$ cat src/rtl/cc_line_fill_unit.sv
// Cache line-fill unit: pops a miss address, gathers a wrap-ordered R burst into a line buffer,
// then issues one SRAM line write (or flags an error) and forwards the critical word early.
module cc_line_fill_unit #(
  parameter int DATA_W     = 64,
  parameter int LINE_BEATS = 8,
  parameter int ADDR_W     = 32,
  parameter int INDEX_W    = 9,
  localparam int OFS_W     = $clog2(LINE_BEATS * DATA_W / 8),
  localparam int BEAT_W    = $clog2(LINE_BEATS),
  localparam int TAG_W     = ADDR_W - INDEX_W - OFS_W
) (
  input  logic                         clk,
  input  logic                         rst,
  input  logic [DATA_W-1:0]            mem_rdata_i,
  input  logic [1:0]                   mem_rresp_i,
  input  logic                         mem_rlast_i,
  input  logic                         mem_rvalid_i,
  output logic                         mem_rready_o,
  input  logic                         miss_addr_fifo_empty_i,
  input  logic [ADDR_W-1:0]            miss_addr_fifo_rdata_i,
  output logic                         miss_addr_fifo_rden_o,
  output logic                         wren_o,
  output logic [INDEX_W-1:0]           waddr_o,
  output logic [TAG_W:0]               wdata_tag_o,
  output logic [LINE_BEATS*DATA_W-1:0] wdata_data_o,
  output logic                         crit_valid_o,
  output logic [DATA_W-1:0]            crit_data_o,
  output logic                         fill_err_o
);

  typedef enum logic [1:0] {IDLE, FILL, WRITE} state_t;

  state_t              state_q, state_nxt;
  logic [BEAT_W-1:0]   cnt_q;
  logic [BEAT_W-1:0]   start_q;
  logic [BEAT_W-1:0]   slot;
  logic                err_q;
  logic                err_nxt;
  logic                pop;
  logic                beat_acc;
  logic                last_cnt;
  logic [DATA_W-1:0]   line_q [LINE_BEATS];
  logic                unused_addr_bits;

  // Sub-beat offset bits of the miss address carry no information for a line fill.
  assign unused_addr_bits = ^miss_addr_fifo_rdata_i[OFS_W-BEAT_W-1:0];

  assign beat_acc = mem_rvalid_i && mem_rready_o;
  assign last_cnt = (cnt_q == BEAT_W'(LINE_BEATS - 1));
  assign slot     = start_q + cnt_q;
  // A burst is malformed if rlast disagrees with the beat count in either direction.
  assign err_nxt  = err_q || (mem_rresp_i != 2'b00) || (last_cnt != mem_rlast_i);

  always_comb begin
    state_nxt             = state_q;
    pop                   = 1'b0;
    miss_addr_fifo_rden_o = 1'b0;
    mem_rready_o          = 1'b0;
    wren_o                = 1'b0;
    fill_err_o            = 1'b0;
    case (state_q)
      IDLE: begin
        // Gated by rst so nothing is popped while reset is held.
        pop                   = !miss_addr_fifo_empty_i && !rst;
        miss_addr_fifo_rden_o = pop;
        if (pop) state_nxt = FILL;
      end
      FILL: begin
        mem_rready_o = 1'b1;
        if (mem_rvalid_i && (last_cnt || mem_rlast_i)) state_nxt = WRITE;
      end
      WRITE: begin
        wren_o     = !err_q;
        fill_err_o = err_q;
        state_nxt  = IDLE;
      end
      default: state_nxt = IDLE;
    endcase
  end

  always_ff @(posedge clk or posedge rst) begin
    if (rst) begin
      state_q      <= IDLE;
      cnt_q        <= '0;
      start_q      <= '0;
      err_q        <= 1'b0;
      waddr_o      <= '0;
      wdata_tag_o  <= '0;
      crit_valid_o <= 1'b0;
      crit_data_o  <= '0;
      for (int k = 0; k < LINE_BEATS; k++) line_q[k] <= '0;
    end else begin
      state_q      <= state_nxt;
      crit_valid_o <= beat_acc && (cnt_q == '0);
      if (beat_acc && (cnt_q == '0)) crit_data_o <= mem_rdata_i;
      if (pop) begin
        waddr_o     <= miss_addr_fifo_rdata_i[OFS_W +: INDEX_W];
        wdata_tag_o <= {1'b1, miss_addr_fifo_rdata_i[ADDR_W-1 -: TAG_W]};
        start_q     <= miss_addr_fifo_rdata_i[OFS_W-1 -: BEAT_W];
        cnt_q       <= '0;
        err_q       <= 1'b0;
      end
      if (beat_acc) begin
        line_q[slot] <= mem_rdata_i;
        cnt_q        <= cnt_q + 1'b1;
        err_q        <= err_nxt;
      end
    end
  end

  always_comb begin
    wdata_data_o = '0;
    for (int k = 0; k < LINE_BEATS; k++) wdata_data_o[k*DATA_W +: DATA_W] = line_q[k];
  end

endmodule

$ cat config.mk
export PLATFORM = sky130hd
export DESIGN_NAME = cc_line_fill_unit
export DESIGN_NICKNAME = d
export VERILOG_FILES = /design/src/rtl/cc_line_fill_unit.sv
export SDC_FILE = /design/constraint.sdc
export NUM_CORES = 1
export LEC_CHECK = 0
export ABC_AREA = 1
export CELL_PAD_IN_SITES_DETAIL_PLACEMENT = 0
export CELL_PAD_IN_SITES_GLOBAL_PLACEMENT = 1
export CORE_AREA = 2 2 275 277
export DETAILED_ROUTE_END_ITERATION = 12
export DIE_AREA = 0 0 277 279
export GPL_ROUTABILITY_DRIVEN = 0
export PLACE_DENSITY_LB_ADDON = 0.12
export SETUP_SLACK_MARGIN = 0.4
export SYNTH_ARGS = -nofsm -noshare
export SYNTH_HDL_FRONTEND = slang
export SYNTH_SLANG_ARGS = --single-unit
$ cat constraint.sdc
create_clock -name clk -period 32.2 [get_ports clk]
set_input_delay 4.83 -clock clk [delete_from_list [all_inputs] [get_ports clk]]
set_output_delay 4.83 -clock clk [all_outputs]
set_load 0.01 [all_outputs]
==> results.py, run 1 <==
metrics = {
    "logic_synthesis": {
        "synth_seq_cells": 613,
        "synth_area_sq_um": 25500,
        "netlist_top_cells_area": "dfrtp_1 (60%), nand2_1 (18%), nand4_1 (13%)",
        "synth_cell_types": 21,
        "synth_top_area_frac": 0.603,
        "synthCells": 2799,
        "yosysWarnings": 0,
        "yosysTopAreaCell": "dfrtp_1",
        "syn-mean-instance-area_sq_um": 9.09,
        "synth_nets": 2908,
        "seq_area_frac_synth": 0.603,
    },
    "timing": {
        "min_period_ns": 12.33,
        "post-route-period-util": 0.383,
        "rsz0062_at_grt": "no",
        "report.final.slew_viol_count": 0,
        "slew_headroom": 0.208,
        "hold_viol_final": 0,
        "fmax_mhz": 81.1,
        "setup_viol_count_final": 0,
        "worst_pin_slew_ns": 1.19,
        "clock-skew-final_ns": 0.0215,
        "fin_tns_setup_ns": 0,
    },
    "layout": {
        "layoutNonFillerInstCount": 4317,
        "final_core_util": 0.469,
        "layout_commonest_cell": "nand2_1",
        "drive_gt1_frac": 0.0436,
        "syn2layout_area_growth_pct": 36.4,
        "final_cell_area_sq_um": 34700,
        "finalNetCount": 3410,
        "final_cell_mix": "nand2_1 (1,245), clkdlybuf4s50_1 (707), dfrtp_1 (613), nand4_1 (512), clkbuf_16 (71)",
    },
    "die": {
        "floorplan.initialDensity": 0.344,
        "coreArea_sq_um": 74100,
        "fp-row-count": 100,
        "dieHeight_um": 279,
        "die_w_um": 277,
        "pin_count": 711,
        "design.die.area_sq_um": 77300,
    },
    "critical_path": {
        "worstSetupStartpointType": "primary input",
        "worstPathRequired_ns": 27.37,
        "cp-end-kind": "primary output",
        "critPathKind": "primary input to primary output",
        "rrSetupSlack_ns": 28.25,
        "crit_fanout": 87,
        "arrival_ns": 7.50,
    },
    "grt": {
        "antenna_found_initial": 1,
        "overflow": 0,
        "grt_max_degree": 122,
        "grt_pass1_wl_mm": 156,
        "grt_pass1_vias": 22400,
        "grt_usage": 0.267,
    },
    "clock_network": {
        "cts_hold_buf": 0,
        "clock-root-buffer": "clkbuf_16",
        "clock_latency_ns": 0.60,
        "path_clk_slew_ns": 0.05,
        "cts_tree": "yes",
        "cts-buffers-inserted": 70,
        "clk_path_buf_depth": 3,
        "cts_num_sinks": 613,
        "htreeDepth": 3,
        "cts_resized": 0,
        "post_cts_buffers": 0,
    },
    "power_and_ir_drop": {
        "swShare": 0.430,
        "p_sw_mw": 1.71,
        "p_per_area_nw_per_um2": 115,
        "p_clk_frac": 0.193,
        "seq_power_share": 0.322,
        "max-vdd-ir-drop_mv": 0.0928,
        "leakage_nw": 16.8,
        "power.total_mw": 3.98,
        "combPwrFrac": 0.485,
        "p_int_mw": 2.27,
    },
    "placed_design": {
        "port_buffers": 707,
        "dp_hpwl_mm": 64.2,
        "dpl-instance-area_sq_um": 32600,
        "dp_cells": 4198,
    },
    "detailed_routing": {
        "wire_per_inst_um": 24.3,
        "routed_wl_mm": 105,
        "vias_per_cell": 5.26,
        "drc": 0,
        "postRouteAntennaNets": 0,
        "drtIter0Drc": 2117,
        "drt_pass1_iterations": 5,
        "vias": 22700,
    },
    "min_path": {
        "hold_class": "flip-flop to flip-flop",
    },
    "job": {
        "maxCapViolCount": 0,
    },
    "outcome": {
        "status": "completed",
    },
}
## cell type report
class / count / area [sq um]
timing repair buffer: 738 / 7310
clock buffer: 105 / 2020
multi-input combinational: 1860 / 8630
sequential: 613 / 15300
tap: 969 / 1210
antenna: 1 / 2.50
fill: 7027 / 39300
inverter: 18 / 82.6
clock inverter: 13 / 123
## per-layer routing
metal	vias to the layer above	global-route usage	wire (um)
met3	178	0.0719	8200
met2	851	0.438	50300
met5	-	0	0
met4	0	0.110	4360
met1	11400	0.334	42200
li1	10300	-	-
## flip-flops by register name, indices dropped and copies added, names as in the netlist, 2 cells and up
register	cells
crit_data_o	64
cnt_q	3
wdata_data_o	512
state_q	2
start_q	3
waddr_o	9
wdata_tag_o	18
## path summary, 6_finish.rpt
| kind | from | to | depth (start not counted) |
|---|---|---|---|
| max | rst | miss_addr_fifo_rden_o | 5 |
| min | wdata_data_o[184] | wdata_data_o[184] | 2 |
| max reg2reg | cnt_q[0] | wdata_data_o[138] | 7 |
| min reg2reg | wdata_data_o[184] | wdata_data_o[184] | 2 |
| max in group asynchronous | rst | crit_data_o[48] | 6 |
| min in group asynchronous | rst | crit_data_o[13] | 2 |
## worst max-delay path, cell delays in order
cell             delay (ns)
clkdlybuf4s50_1        0.49
inv_8                  0.46
nand3_1                0.18
inv_1                  0.75
clkdlybuf4s50_1        0.69
## per-stage QoR
| step | hold WS (ns) | setup slack (ns) |
|---|---|---|
| after global routing | 0.483 | 19.66 |
| after detailed placement | 0.457 | 19.80 |
| after floorplan | 0.453 | 7.64 |
| after global placement | 0.455 | 19.84 |
| after CTS | 0.471 | 19.79 |
| final | 0.465 | 19.87 |
## power by group through the flow
stage                     registers (mW)  logic (mW)  clock network [mW]
after global routing                1.32        2.07               0.816
final                               1.28        1.93               0.767
after detailed placement            1.29        1.94                   0
after CTS                           1.28        1.94               0.782
after global placement              1.28        1.92                   0
after floorplan                     1.42       0.754                   0
## cell families (layout without fill, tap and decap cells)
| logic type | Yosys count | after routing | share of synthesized area |
|---|---|---|---|
| compound gates | 72 | 72 | 0.0142 |
| other cells | 0 | 1 | 0 |
| simple gates | 1782 | 1782 | 0.319 |
| fa+ha+maj | 6 | 6 | 0.00324 |
| buf+inv | 326 | 874 | 0.0612 |
| flops | 613 | 613 | 0.603 |
## synthesized netlist by cell type, drive strengths merged
cell type	n
fa	1
nor2	6
nand2	1248
dfrtp	613
nand4	512
o21ai	70
or2	1
a21oi	2
ha	5
clkbuf	145
nand3	12
nor3	3
buf	163
inv	18
Power figures use the tool's default switching activity.
==> run 2: changes to the inputs <==
--- a/config.mk
+++ b/config.mk
@@ -8,9 +8,9 @@
 export ABC_AREA = 1
 export CELL_PAD_IN_SITES_DETAIL_PLACEMENT = 0
 export CELL_PAD_IN_SITES_GLOBAL_PLACEMENT = 1
-export CORE_AREA = 2 2 275 277
+export CORE_AREA = 2 2 277 279
 export DETAILED_ROUTE_END_ITERATION = 12
-export DIE_AREA = 0 0 277 279
+export DIE_AREA = 0 0 279 281
 export GPL_ROUTABILITY_DRIVEN = 0
 export PLACE_DENSITY_LB_ADDON = 0.12
 export SETUP_SLACK_MARGIN = 0.4
==> constraint.sdc (replaced) <==
create_clock -name clk -period 11.8 [get_ports clk]
set_input_delay 1.77 -clock clk [delete_from_list [all_inputs] [get_ports clk]]
set_output_delay 1.77 -clock clk [all_outputs]
set_load 0.01 [all_outputs]
==> run 2 against run 1 <==
Total power grew to 2.7 times the previous value. Via count is 1.4% higher. Clock power rose to 2.8 times the previous value. Flip-flop and latch count unchanged. Non-clock buffer count shrank 5. Clock skew is 0.0041 ns lower. Worst setup slack got worse by 14 ns. Sequential power rose to 2.7 times the previous value. Utilization shrank 0.78 points.
==> results.py, run 2 (synthesis results as in run 1) <==
metrics = {
    "detailed_routing": {
        "vias": 23100,
        "routed_wl_mm": 108,
        "drtIter0Drc": 2008,
        "postRouteAntennaNets": 0,
        "drc": 0,
        "wire_per_inst_um": 24.9,
        "drt_pass1_iterations": 5,
        "vias_per_cell": 5.33,
    },
    "critical_path": {
        "crit_fanout": 33,
        "rrSetupSlack_ns": 6.43,
        "worstSetupStartpointType": "primary input",
        "worstPathRequired_ns": 10.03,
        "arrival_ns": 4.15,
        "rr_worst_depth": 8,
        "cp-end-kind": "primary output",
        "critPathKind": "primary input to primary output",
    },
    "clock_network": {
        "cts_hold_buf": 0,
        "clock-root-buffer": "clkbuf_16",
        "cts-buffers-inserted": 72,
        "clock_latency_ns": 0.61,
        "cts_num_sinks": 613,
        "cts_tree": "yes",
        "htreeDepth": 3,
        "post_cts_buffers": 0,
        "cts_resized": 0,
        "clk_path_buf_depth": 3,
        "path_clk_slew_ns": 0.06,
    },
    "placed_design": {
        "dpl-instance-area_sq_um": 32600,
        "dp_cells": 4202,
        "dp_hpwl_mm": 65.3,
        "port_buffers": 707,
    },
    "grt": {
        "antenna_found_initial": 2,
        "grt_pass1_wl_mm": 158,
        "grt_pass1_vias": 22400,
        "grt_usage": 0.268,
        "grt_max_degree": 178,
        "overflow": 0,
    },
    "timing": {
        "fmax_mhz": 169,
        "worst_pin_slew_ns": 1.32,
        "min_period_ns": 5.92,
        "setup_viol_count_final": 0,
        "fin_tns_setup_ns": 0,
        "hold_viol_final": 0,
        "slew_headroom": 0.120,
        "post-route-period-util": 0.502,
        "clock-skew-final_ns": 0.0174,
        "report.final.slew_viol_count": 0,
        "rsz0062_at_grt": "no",
    },
    "die": {
        "dieHeight_um": 281,
        "die_w_um": 279,
        "design.die.area_sq_um": 78400,
        "pin_count": 711,
        "coreArea_sq_um": 75400,
        "fp-row-count": 101,
        "floorplan.initialDensity": 0.337,
    },
    "power_and_ir_drop": {
        "p_per_area_nw_per_um2": 314,
        "max-vdd-ir-drop_mv": 0.262,
        "leakage_nw": 16.8,
        "power.total_mw": 10.9,
    },
    "layout": {
        "drive_gt1_frac": 0.0439,
        "syn2layout_area_growth_pct": 36.7,
        "largest_reg_flops": 512,
        "final_cell_mix": "nand2_1 (1,245), clkdlybuf4s50_1 (707), dfrtp_1 (613), nand4_1 (512), clkbuf_16 (74)",
        "final_cell_area_sq_um": 34800,
        "finalNetCount": 3407,
        "layoutNonFillerInstCount": 4329,
        "layout_commonest_cell": "nand2_1",
    },
    "min_path": {
        "hold_class": "flip-flop to flip-flop",
        "hold_depth": 2,
    },
    "job": {
        "maxCapViolCount": 0,
    },
    "outcome": {
        "status": "completed",
    },
}
-- run 2: changes by cell type in the layout (fill, tap and decap cells not counted), moves of 2 or more --
cell / delta
clkbuf_8: -5
clkbuf_1: +2
clkinv_2: +8
clkbuf_16: +3
buf_4: -7
buf_12: +2
-- run 2: critical path, stage by stage --
cell and delay, ns:
clkdlybuf4s50_1 0.44, clkinvlp_4 0.27, nand3_1 0.25, buf_4 0.30
inv_2 0.43, clkdlybuf4s50_1 0.65
-- run 2: report_power, final --
group          leakage, nW  switching (mW)  internal, mW
registers             7.86           0.505          2.99
logic                 7.88            3.29          1.98
clock network         1.09           0.910          1.24
-- run 2: final timing paths --
check	end	from
worst max register to register	wdata_data_o[203]	cnt_q[0]
worst max-delay path	miss_addr_fifo_rden_o	rst
max in group asynchronous	wdata_data_o[49]	rst
worst min register to register	wdata_data_o[248]	wdata_data_o[248]
min in group asynchronous	wdata_data_o[193]	rst
worst min-delay path	wdata_data_o[248]	wdata_data_o[248]
-- run 2: cell type report --
class                   count  area, sq um
clock inverters            20          169
repair buffers            733         7300
flip-flops and latches    613        15300
diodes                      2         5.00
multi-input cells        1860         8630
well taps                 978         1220
fillers                  7243        40700
inverters                  18         78.8
clock buffers             105         2040
-- run 2: routing by layer --
metal	wire, um	GRT usage
met4	4120	0.102
met5	0	0
met2	50600	0.429
met1	44100	0.344
met3	8750	0.0755
-- run 2: per-stage QoR --
| stage | hold slack (ns) | setup slack (ns) | util |
|---|---|---|---|
| after detailed placement | 0.457 | 5.84 | 0.432 |
| after CTS | 0.471 | 5.83 | 0.461 |
| after global routing | 0.481 | 5.64 | 0.461 |
| after floorplan | 0.453 | -1.90 | - |
| after global placement | 0.454 | 5.84 | 0.432 |
| final | 0.467 | 5.88 | 0.461 |
